<file path="src/rtl/period_meter_pkg.sv">
// Shared definitions for the period meter: FSM state encoding and parameter defaults.
package period_meter_pkg;

  typedef enum logic {
    ST_IDLE    = 1'b0,
    ST_MEASURE = 1'b1
  } state_t;

  localparam int DEF_CNT_W    = 16;
  localparam int DEF_AVG_LOG2 = 2;
  localparam int DEF_TIMEOUT  = 65535;

endpackage

</file>
<file path="src/rtl/period_meter_sync_edge.sv">
// Two-flop synchronizer followed by a registered rise/fall detector.
// An I_SIG transition shows up as a one-cycle O_RISE/O_FALL pulse three clocks later.
module period_meter_sync_edge (
  input  logic I_CLK,
  input  logic I_RST,
  input  logic I_SIG,
  output logic O_RISE,
  output logic O_FALL
);

  logic sig_p0;
  logic sig_p1;
  logic sig_p2;

  // Synchronize the asynchronous input, then compare consecutive samples for edges
  always_ff @(posedge I_CLK or posedge I_RST) begin
    if (I_RST) begin
      sig_p0 <= 1'b0;
      sig_p1 <= 1'b0;
      sig_p2 <= 1'b0;
      O_RISE <= 1'b0;
      O_FALL <= 1'b0;
    end else begin
      // stage p0/p1: metastability settling
      sig_p0 <= I_SIG;
      sig_p1 <= sig_p0;
      // stage p2: previous settled sample
      sig_p2 <= sig_p1;
      // stage p3: registered edge pulses
      O_RISE <= sig_p1 & ~sig_p2;
      O_FALL <= ~sig_p1 & sig_p2;
    end
  end

endmodule

</file>
<file path="src/rtl/period_meter.sv">
// Square-wave period / high-time meter. Counts I_CLK cycles between rising edges,
// averages 2**AVG_LOG2 periods per result and drops lock when no edge arrives
// within TIMEOUT cycles.
module period_meter
  import period_meter_pkg::*;
#(
  parameter int CNT_W    = DEF_CNT_W,
  parameter int AVG_LOG2 = DEF_AVG_LOG2,
  parameter int TIMEOUT  = DEF_TIMEOUT
) (
  input  logic             I_CLK,
  input  logic             I_RST,
  input  logic             I_SIG,
  output logic [CNT_W-1:0] O_PERIOD,
  output logic [CNT_W-1:0] O_HIGH,
  output logic             O_VALID,
  output logic             O_LOCKED,
  output logic             O_TIMEOUT
);

  localparam int ACC_W  = CNT_W + AVG_LOG2;
  localparam int NPER_W = AVG_LOG2 + 1;
  localparam logic [NPER_W-1:0] BATCH    = NPER_W'(1) << AVG_LOG2;
  localparam logic [CNT_W-1:0]  CNT_LAST = CNT_W'(TIMEOUT - 1);

  logic              rise_p3;
  logic              fall_p3;
  state_t            state;
  logic [CNT_W-1:0]  cnt;
  logic [CNT_W-1:0]  cnt_inc;
  logic [CNT_W-1:0]  hi_lat;
  logic [CNT_W-1:0]  hi_now;
  logic              fall_seen;
  logic [ACC_W-1:0]  acc;
  logic [ACC_W-1:0]  acc_next;
  logic [NPER_W-1:0] nper;
  logic [NPER_W-1:0] nper_next;

  period_meter_sync_edge u_sync_edge (
    .I_CLK  (I_CLK),
    .I_RST  (I_RST),
    .I_SIG  (I_SIG),
    .O_RISE (rise_p3),
    .O_FALL (fall_p3)
  );

  // Next-value arithmetic; a period with no fall counts as high for its whole length
  always_comb begin
    cnt_inc   = cnt + CNT_W'(1);
    hi_now    = fall_seen ? hi_lat : cnt_inc;
    acc_next  = acc + ACC_W'(cnt_inc);
    nper_next = nper + NPER_W'(1);
  end

  // Measurement FSM with counters, accumulator and registered outputs
  always_ff @(posedge I_CLK or posedge I_RST) begin
    if (I_RST) begin
      state     <= ST_IDLE;
      cnt       <= '0;
      hi_lat    <= '0;
      fall_seen <= 1'b0;
      acc       <= '0;
      nper      <= '0;
      O_PERIOD  <= '0;
      O_HIGH    <= '0;
      O_VALID   <= 1'b0;
      O_LOCKED  <= 1'b0;
      O_TIMEOUT <= 1'b0;
    end else begin
      O_VALID <= 1'b0;
      if (state == ST_IDLE) begin
        // The first rise only opens a period; it never produces a result
        cnt       <= '0;
        acc       <= '0;
        nper      <= '0;
        fall_seen <= 1'b0;
        if (rise_p3) begin
          state     <= ST_MEASURE;
          O_TIMEOUT <= 1'b0;
        end
      end else if (rise_p3) begin
        // Rise closes a period of cnt+1 cycles, including a rise on cnt == TIMEOUT-1
        cnt       <= '0;
        fall_seen <= 1'b0;
        if (nper_next == BATCH) begin
          O_PERIOD <= acc_next[AVG_LOG2 +: CNT_W];
          O_HIGH   <= hi_now;
          O_VALID  <= 1'b1;
          O_LOCKED <= 1'b1;
          acc      <= '0;
          nper     <= '0;
        end else begin
          acc  <= acc_next;
          nper <= nper_next;
        end
      end else if (cnt == CNT_LAST) begin
        // Loss of signal: drop the partial batch, keep the last result visible
        state     <= ST_IDLE;
        cnt       <= '0;
        acc       <= '0;
        nper      <= '0;
        fall_seen <= 1'b0;
        O_TIMEOUT <= 1'b1;
        O_LOCKED  <= 1'b0;
      end else begin
        cnt <= cnt_inc;
        if (fall_p3) begin
          fall_seen <= 1'b1;
          hi_lat    <= cnt_inc;
        end
      end
    end
  end

endmodule

</file>
<file path="config.mk">
export PLATFORM = sky130hd
export DESIGN_NAME = period_meter
export DESIGN_NICKNAME = d
export VERILOG_FILES = /design/src/rtl/period_meter_pkg.sv /design/src/rtl/period_meter_sync_edge.sv /design/src/rtl/period_meter.sv
export SDC_FILE = /design/constraint.sdc
export NUM_CORES = 1
export LEC_CHECK = 0
export BUFFER_PORTS_ARGS = -buffer_cell sky130_fd_sc_hd__buf_2
export CAP_MARGIN = 20
export CORE_MARGIN = 3
export CORE_UTILIZATION = 35
export DETAILED_ROUTE_END_ITERATION = 10
export SLEW_MARGIN = 20
export SYNTH_ARGS = -nofsm -noshare
export SYNTH_HDL_FRONTEND = slang
export SYNTH_SLANG_ARGS = --single-unit
</file>
<file path="constraint.sdc">
create_clock -name I_CLK -period 8.3 [get_ports I_CLK]
set_input_delay 1.245 -clock I_CLK [delete_from_list [all_inputs] [get_ports I_CLK]]
set_output_delay 1.245 -clock I_CLK [all_outputs]
set_load 0.05 [all_outputs]
</file>
==> flow_metrics.tcl, run 1 <==
set metrics [dict create \
    status "complete, no violations" \
    synth.area.top_cells "dfrtp_1 (51%), nand2_1 (6.5%), ha_1 (5.4%)" \
    nFillCells 1225 \
    drive_gt1_share_pct 14.2 \
    grt_setup_unrepaired "no" \
    overflow 0 \
    ctsHoldBuffers 0 \
    die_y_um 121 \
    grt_first_pass_wirelength_mm 16.8 \
    io_buffer_count 37 \
    dieArea_mm2 0.0147 \
    drt-total-wl_mm 9.91 \
    gp_congestion 0.936 \
    r2r-start "cnt[0]" \
    rows 41 \
    layout_commonest_cell "dfrtp_1" \
    critical-path-top-delay-family "compound AO/OA/AOI/OAI gates" \
    critPathLaunchType "flip-flop" \
    drtIter0Drc 216 \
    r2r_cells 11 \
    worstPathRequired_ns 8.52 \
    ys.flop_type "dfrtp_1" \
    core_area_mm2 0.0128 \
    drtAntennaViolNets 0 \
    slowest_delay_ns 0.46 \
    final-setup-viol-count 0 \
    cts_inserted_buffers 9 \
    setup.worst_path.start "cnt[0]" \
    worst_hold_path_type "reg -> reg" \
    power_mw 1.32 \
    areaGrowthSynthToFinish_pct 15.1 \
    io_pins 38 \
    cp_cell_sequence "ha_1 -> nand3_1 -> xor2_1 -> inv_1 -> ha_1 -> a21o_1 -> a31o_2 -> o21ai_1 -> nand4_1 -> a21o_1 -> a32o_1" \
    ir_drop_v 0.0000923 \
    critical_path_class "reg -> reg" \
    clock_latency_ns 0.34 \
    htreeDepth 3 \
    netlist_instances 475 \
    dp_hpwl_mm 7.13 \
    firstDrtPassIters 4 \
    maxSlewHeadroom_pct 42.4 \
    path_clk_slew_ns 0.06 \
    cpMaxStageDelayCell "dfrtp_1" \
    viasPerCell 5.00 \
    die_x_um 121 \
    yosysTopAreaCellShare_pct 51.2 \
    yosysUniqueCellTypes 48 \
    yosysTopAreaCell "dfrtp_1" \
    finalHoldViolations 0 \
    start_util_pct 36.3 \
    power_density_mw_per_mm2 247 \
    cp-end-kind "flip-flop" \
    design.final.nets 532 \
    max_freq_mhz 303 \
    drc_errors 0 \
    cts.sinks 95 \
    rrSetupSlack_ns 5.00 \
    cap_violations 0 \
    finClkSkew_ns 0.0106 \
    clockRootBuffer "clkbuf_16" \
    path_buf_inv 1 \
    ctsResizeCount 0 \
    cts_tree "built" \
    post_cts_buffers 0 \
    diodes 0 \
    wl_per_cell_um 14.5 \
    layout_common_cells "dfrtp_1 (95), nand2_1 (80), nor2_1 (39), o21ai_0 (39), buf_2 (37)" \
    drv_slew 0 \
    finalCritPeriodShare_pct 39.7 \
    vias 3427 \
    arrival_ns 3.52 \
    cp.depth 11 \
    synth.cell_area_mm2 0.00464 \
    grt_max_degree 70 \
    yosysSeqAreaShare_pct 51.2 \
    setup_total_negative_slack_ns 0 \
    ys_ff_latch 95 \
    p_leak_nw 2.72 \
    antenna_found_initial 0 \
    yosysWarnings 0 \
    first_global_vias 3417 \
    syn-mean-instance-area_um2 9.77 \
    fin_area_mm2 0.00534 \
    worst_r2r_endpoint "acc[13]" \
    placed_area_mm2 0.00499 \
    grt_util_all_layers_pct 14.3 \
    finalCriticalPeriod_ns 3.30 \
    crit_end "acc[13]" \
    crit_fanout 8 \
    synth_edf_count 0 \
    synthesis.nets 499 \
    clockBufferDepth 2 \
    async_flop_share_pct 100 \
    tightest_slew_ns 0.863 \
    fin_util_pct 41.8 \
]
registers in the layout (all words and copies together), names as in the netlist, 3 cells and up:
register,count
hi_lat,16
acc,18
O_HIGH,16
cnt,16
O_PERIOD,16
nper,3
cell families (layout without fill, tap and decap cells):
group	count (synthesis)	in the layout	synth area share [%]
AOI/OAI and AO/OA	111	111	15.8
xor gates and xnor gates	28	28	5.29
adders and majority gates	21	21	5.83
buffers and inverters	42	80	3.53
DFF	95	95	51.2
muxes	9	9	2.18
and+or+nand+nor	169	169	16.2
where the power goes:
| part | switching [mW] | internal, mW |
|---|---|---|
| sequential | 0.0406 | 0.514 |
| clock | 0.169 | 0.303 |
| combinational | 0.192 | 0.0988 |
| total | 0.402 | 0.916 |
how the worst min path moves through the flow:
stage / start / endpoint / slack [ns] / depth (start not counted)
2_1_floorplan: u_sync_edge.sig_p0 / u_sync_edge.sig_p1 / 0.33 / 0
3_3_place_gp: u_sync_edge.sig_p0 / u_sync_edge.sig_p1 / 0.33 / 0
3_5_place_dp: u_sync_edge.sig_p0 / u_sync_edge.sig_p1 / 0.34 / 0
4_1_cts: u_sync_edge.sig_p0 / u_sync_edge.sig_p1 / 0.35 / 0
5_1_grt: u_sync_edge.sig_p0 / u_sync_edge.sig_p1 / 0.35 / 0
6_report: u_sync_edge.sig_p0 / u_sync_edge.sig_p1 / 0.35 / 0
metrics by stage:
| step | setup WS, ns | instances | hold WS [ns] |
|---|---|---|---|
| floorplan | 4.58 | 475 | 0.331 |
| global route | 4.78 | 685 | 0.355 |
| finish | 5.00 | 685 | 0.353 |
| CTS | 5.03 | 685 | 0.352 |
| detailed placement | 5.04 | 669 | 0.338 |
| global placement | 5.20 | 669 | 0.335 |
layout make-up:
class	instances	area (um^2)	area share (%)
multi-input combinational	338	2100	39.3
timing repair buffer	40	208	3.89
clock buffer	11	243	4.55
inverter	24	92.6	1.73
sequential	95	2380	44.5
tap	172	215	4.03
clock inverter	5	105	1.97
metal layers:
| metal | track usage [%] | share of wire [%] |
|---|---|---|
| met3 | 2.28 | 4.1 |
| met2 | 22.9 | 46 |
| met4 | 6.79 | 2.3 |
| met1 | 19.0 | 48 |
| met5 | 0 | 0 |
cells in the mapped netlist (5+ instances only):
cell and number:
nand4_1 6, ha_1 20, a21o_1 6, nand2_1 80, xor2_1 11, xnor2_1 17
nor2_1 39, dfrtp_1 95, a22o_1 13, clkbuf_1 10, o21ai_0 39, a21oi_1 20
nand3_1 20, o211ai_1 8, inv_1 23, buf_2 5, mux2_2 5
worst reg2reg max path, cell delays in order (launching register included):
cell	delay [ns]
dfrtp_1	0.46
ha_1	0.30
nand3_1	0.13
xor2_1	0.32
inv_1	0.09
ha_1	0.36
a21o_1	0.22
a31o_2	0.23
o21ai_1	0.33
nand4_1	0.25
a21o_1	0.24
a32o_1	0.26
No activity file was read; power rests on OpenSTA's default activity.
==> run 2: changes to the inputs <==
Clock period 8.3 ns to 3.35 ns, I/O delays scaled along.
==> run 2 against run 1 <==
  * Non-clock buffer count up 10
  * Critical path depth rose by 2
  * Sequential share of layout area down 0.31 points
  * Sequential power rose by 150%
  * First-iteration DRC count grew 32%
  * Via count increased by 2.9%
  * Cell count rose by 1.2%
  * Setup slack worse by 4.8 ns
  * Combinational power grew to 2.5 times the previous value
  * Highest routed layer unchanged
==> flow_metrics.tcl, run 2 (same netlist as run 1, synthesis figures left out) <==
set metrics [dict create \
    overflow 0 \
    r2r-start "cnt[2]" \
    start_util_pct 36.3 \
    min_path_cells 1 \
    whs_endpoint "u_sync_edge.sig_p0" \
    dieArea_mm2 0.0147 \
    drc_errors 0 \
    critical_path_class "reg -> reg" \
    core_area_mm2 0.0128 \
    drtAntennaViolNets 0 \
    cap_violations 0 \
    antenna_found_initial 0 \
    layout_commonest_cell "dfrtp_1" \
    setup.worst_path.start "cnt[2]" \
    r2r_cells 13 \
    dp_hpwl_mm 7.30 \
    sw_frac_of_total_pct 32.2 \
    finalCritPeriodShare_pct 93.9 \
    drt-total-wl_mm 10.5 \
    worstPathRequired_ns 3.57 \
    power.switching_uw 984 \
    maxSlewHeadroom_pct 38.2 \
    finClkSkew_ns 0.00667 \
    preCtsSetupSlack_ns 0.135 \
    grt_first_pass_wirelength_mm 18.0 \
    vias 3527 \
    p_leak_nw 2.73 \
    tightest_slew_ns 0.927 \
    crit_fanout 5 \
    layout_setup_ws_ns 0.205 \
    clkPwrFrac_pct 30.7 \
    grt_util_all_layers_pct 15.4 \
    grtUsageMet2_pct 24.0 \
    power_density_mw_per_mm2 569 \
    share_comb_of_total_power_pct 24.3 \
    finalHoldViolations 0 \
    design.final.nets 542 \
    layout_common_cells "dfrtp_1 (95), nand2_1 (80), o21ai_0 (39), nor2_1 (37), buf_2 (37)" \
    cp-end-kind "flip-flop" \
    hold_path_startpoint "I_SIG" \
    seqPwrFrac_pct 45.0 \
    met1_usage_pct 21.0 \
    cts_tree "built" \
    ir_drop_v 0.000227 \
    regMostFlops "acc" \
    wl_per_cell_um 15.2 \
    firstDrtPassIters 5 \
    drv_slew 0 \
    die_x_um 121 \
    setup_total_negative_slack_ns 0 \
    clockRootBuffer "clkbuf_16" \
    io_pins 38 \
    p_int_mw 2.08 \
    clockBufferDepth 2 \
    largest_register_ffs 18 \
    critPathLaunchType "flip-flop" \
    first_global_vias 3537 \
    max_freq_mhz 318 \
    clock_latency_ns 0.34 \
    htreeDepth 3 \
    rows 41 \
    grt-busiest-layer "met2" \
    cts_inserted_buffers 9 \
    die_y_um 121 \
    grt_max_degree 58 \
    rrSetupSlack_ns 0.20 \
    grt_setup_unrepaired "no" \
    path_clk_slew_ns 0.06 \
    status "complete, no violations" \
    worst_r2r_endpoint "O_PERIOD[12]" \
    gp_congestion 0.928 \
    worst_hold_path_type "in -> reg" \
    use_met3_pct 2.42 \
    final-setup-viol-count 0 \
    drive_gt1_share_pct 17.1 \
    arrival_ns 3.37 \
    io_buffer_count 37 \
    drtIter0Drc 285 \
    cts.sinks 95 \
    areaGrowthSynthToFinish_pct 15.9 \
    diodes 0 \
    viasPerCell 5.09 \
    finalCriticalPeriod_ns 3.15 \
]
## run 2: cell types whose count changed in the layout (fill, tap and decap cells not counted), moves of 2 or more
cell,delta
nor2_1,-2
nor2_2,+2
xnor2_2,+2
buf_4,+9
xnor2_1,-2
ha_1,-3
clkinvlp_4,-2
ha_2,+3
bufinv_16,-3
## run 2: final cells by class
class | count | area, um^2
multi-input cells | 338 | 2130
inverters | 24 | 92.6
well taps | 172 | 215
clock inverters | 1 | 5.00
fillers | 1228 | 7400
flip-flops and latches | 95 | 2380
repair buffers | 50 | 295
clock buffers | 13 | 260
## run 2: stage by stage
step	instance area (um^2)	hold WS (ns)	power [mW]	utilization [%]	std cells
floorplan	4640	0.331	1.94	-	475
global placement	5080	0.336	2.12	39.8	679
detailed placement	5080	0.341	2.15	39.8	679
CTS	5340	0.264	3.09	41.8	693
global route	5380	0.268	3.24	42.1	693
finish	5380	0.271	3.06	42.1	693
## run 2: worst max-delay path by stage
| stage | endpoint | slack [ns] | cells past startpoint |
|---|---|---|---|
| finish | O_PERIOD[12] | 0.20 | 13 |
| global route | O_PERIOD[12] | 0.006 | 13 |
| CTS | O_PERIOD[12] | 0.13 | 13 |
| detailed placement | O_PERIOD[12] | 0.14 | 13 |
| global placement | O_PERIOD[8] | 0.26 | 11 |
| floorplan | O_HIGH[0] | 0.37 | 1 |
## run 2: per-layer routing
metal | up-vias | part of all wire (%)
li1 | 1726 | -
met3 | 27 | 4.8
met4 | 0 | 2.9
met1 | 1682 | 47
met2 | 92 | 45
met5 | - | 0
## run 2: repair_timing
action,CTS,global route
resized for setup,0,9
hold endpoints to repair,0,0
hold buffers,0,0
endpoints found under the setup margin,0,7
setup buffers,0,0
## run 2: worst max-delay path: stages (launching register included)
cell	delay, ns
dfrtp_1	0.42
and4_2	0.29
nand3_1	0.11
or2_2	0.35
nor2_2	0.14
xnor2_2	0.16
inv_1	0.10
ha_2	0.39
and4_1	0.23
nand3_1	0.11
o211ai_1	0.19
a31oi_1	0.12
xnor2_1	0.15
mux2_2	0.27
## run 2: power by group through the flow
stage,Clock (mW),Combinational (mW),Sequential (mW)
final,0.939,0.742,1.38
after global routing,1.01,0.842,1.40
after CTS,0.959,0.750,1.38
after detailed placement,0,0.747,1.40
after global placement,0,0.732,1.39
after floorplan,0,0.441,1.50
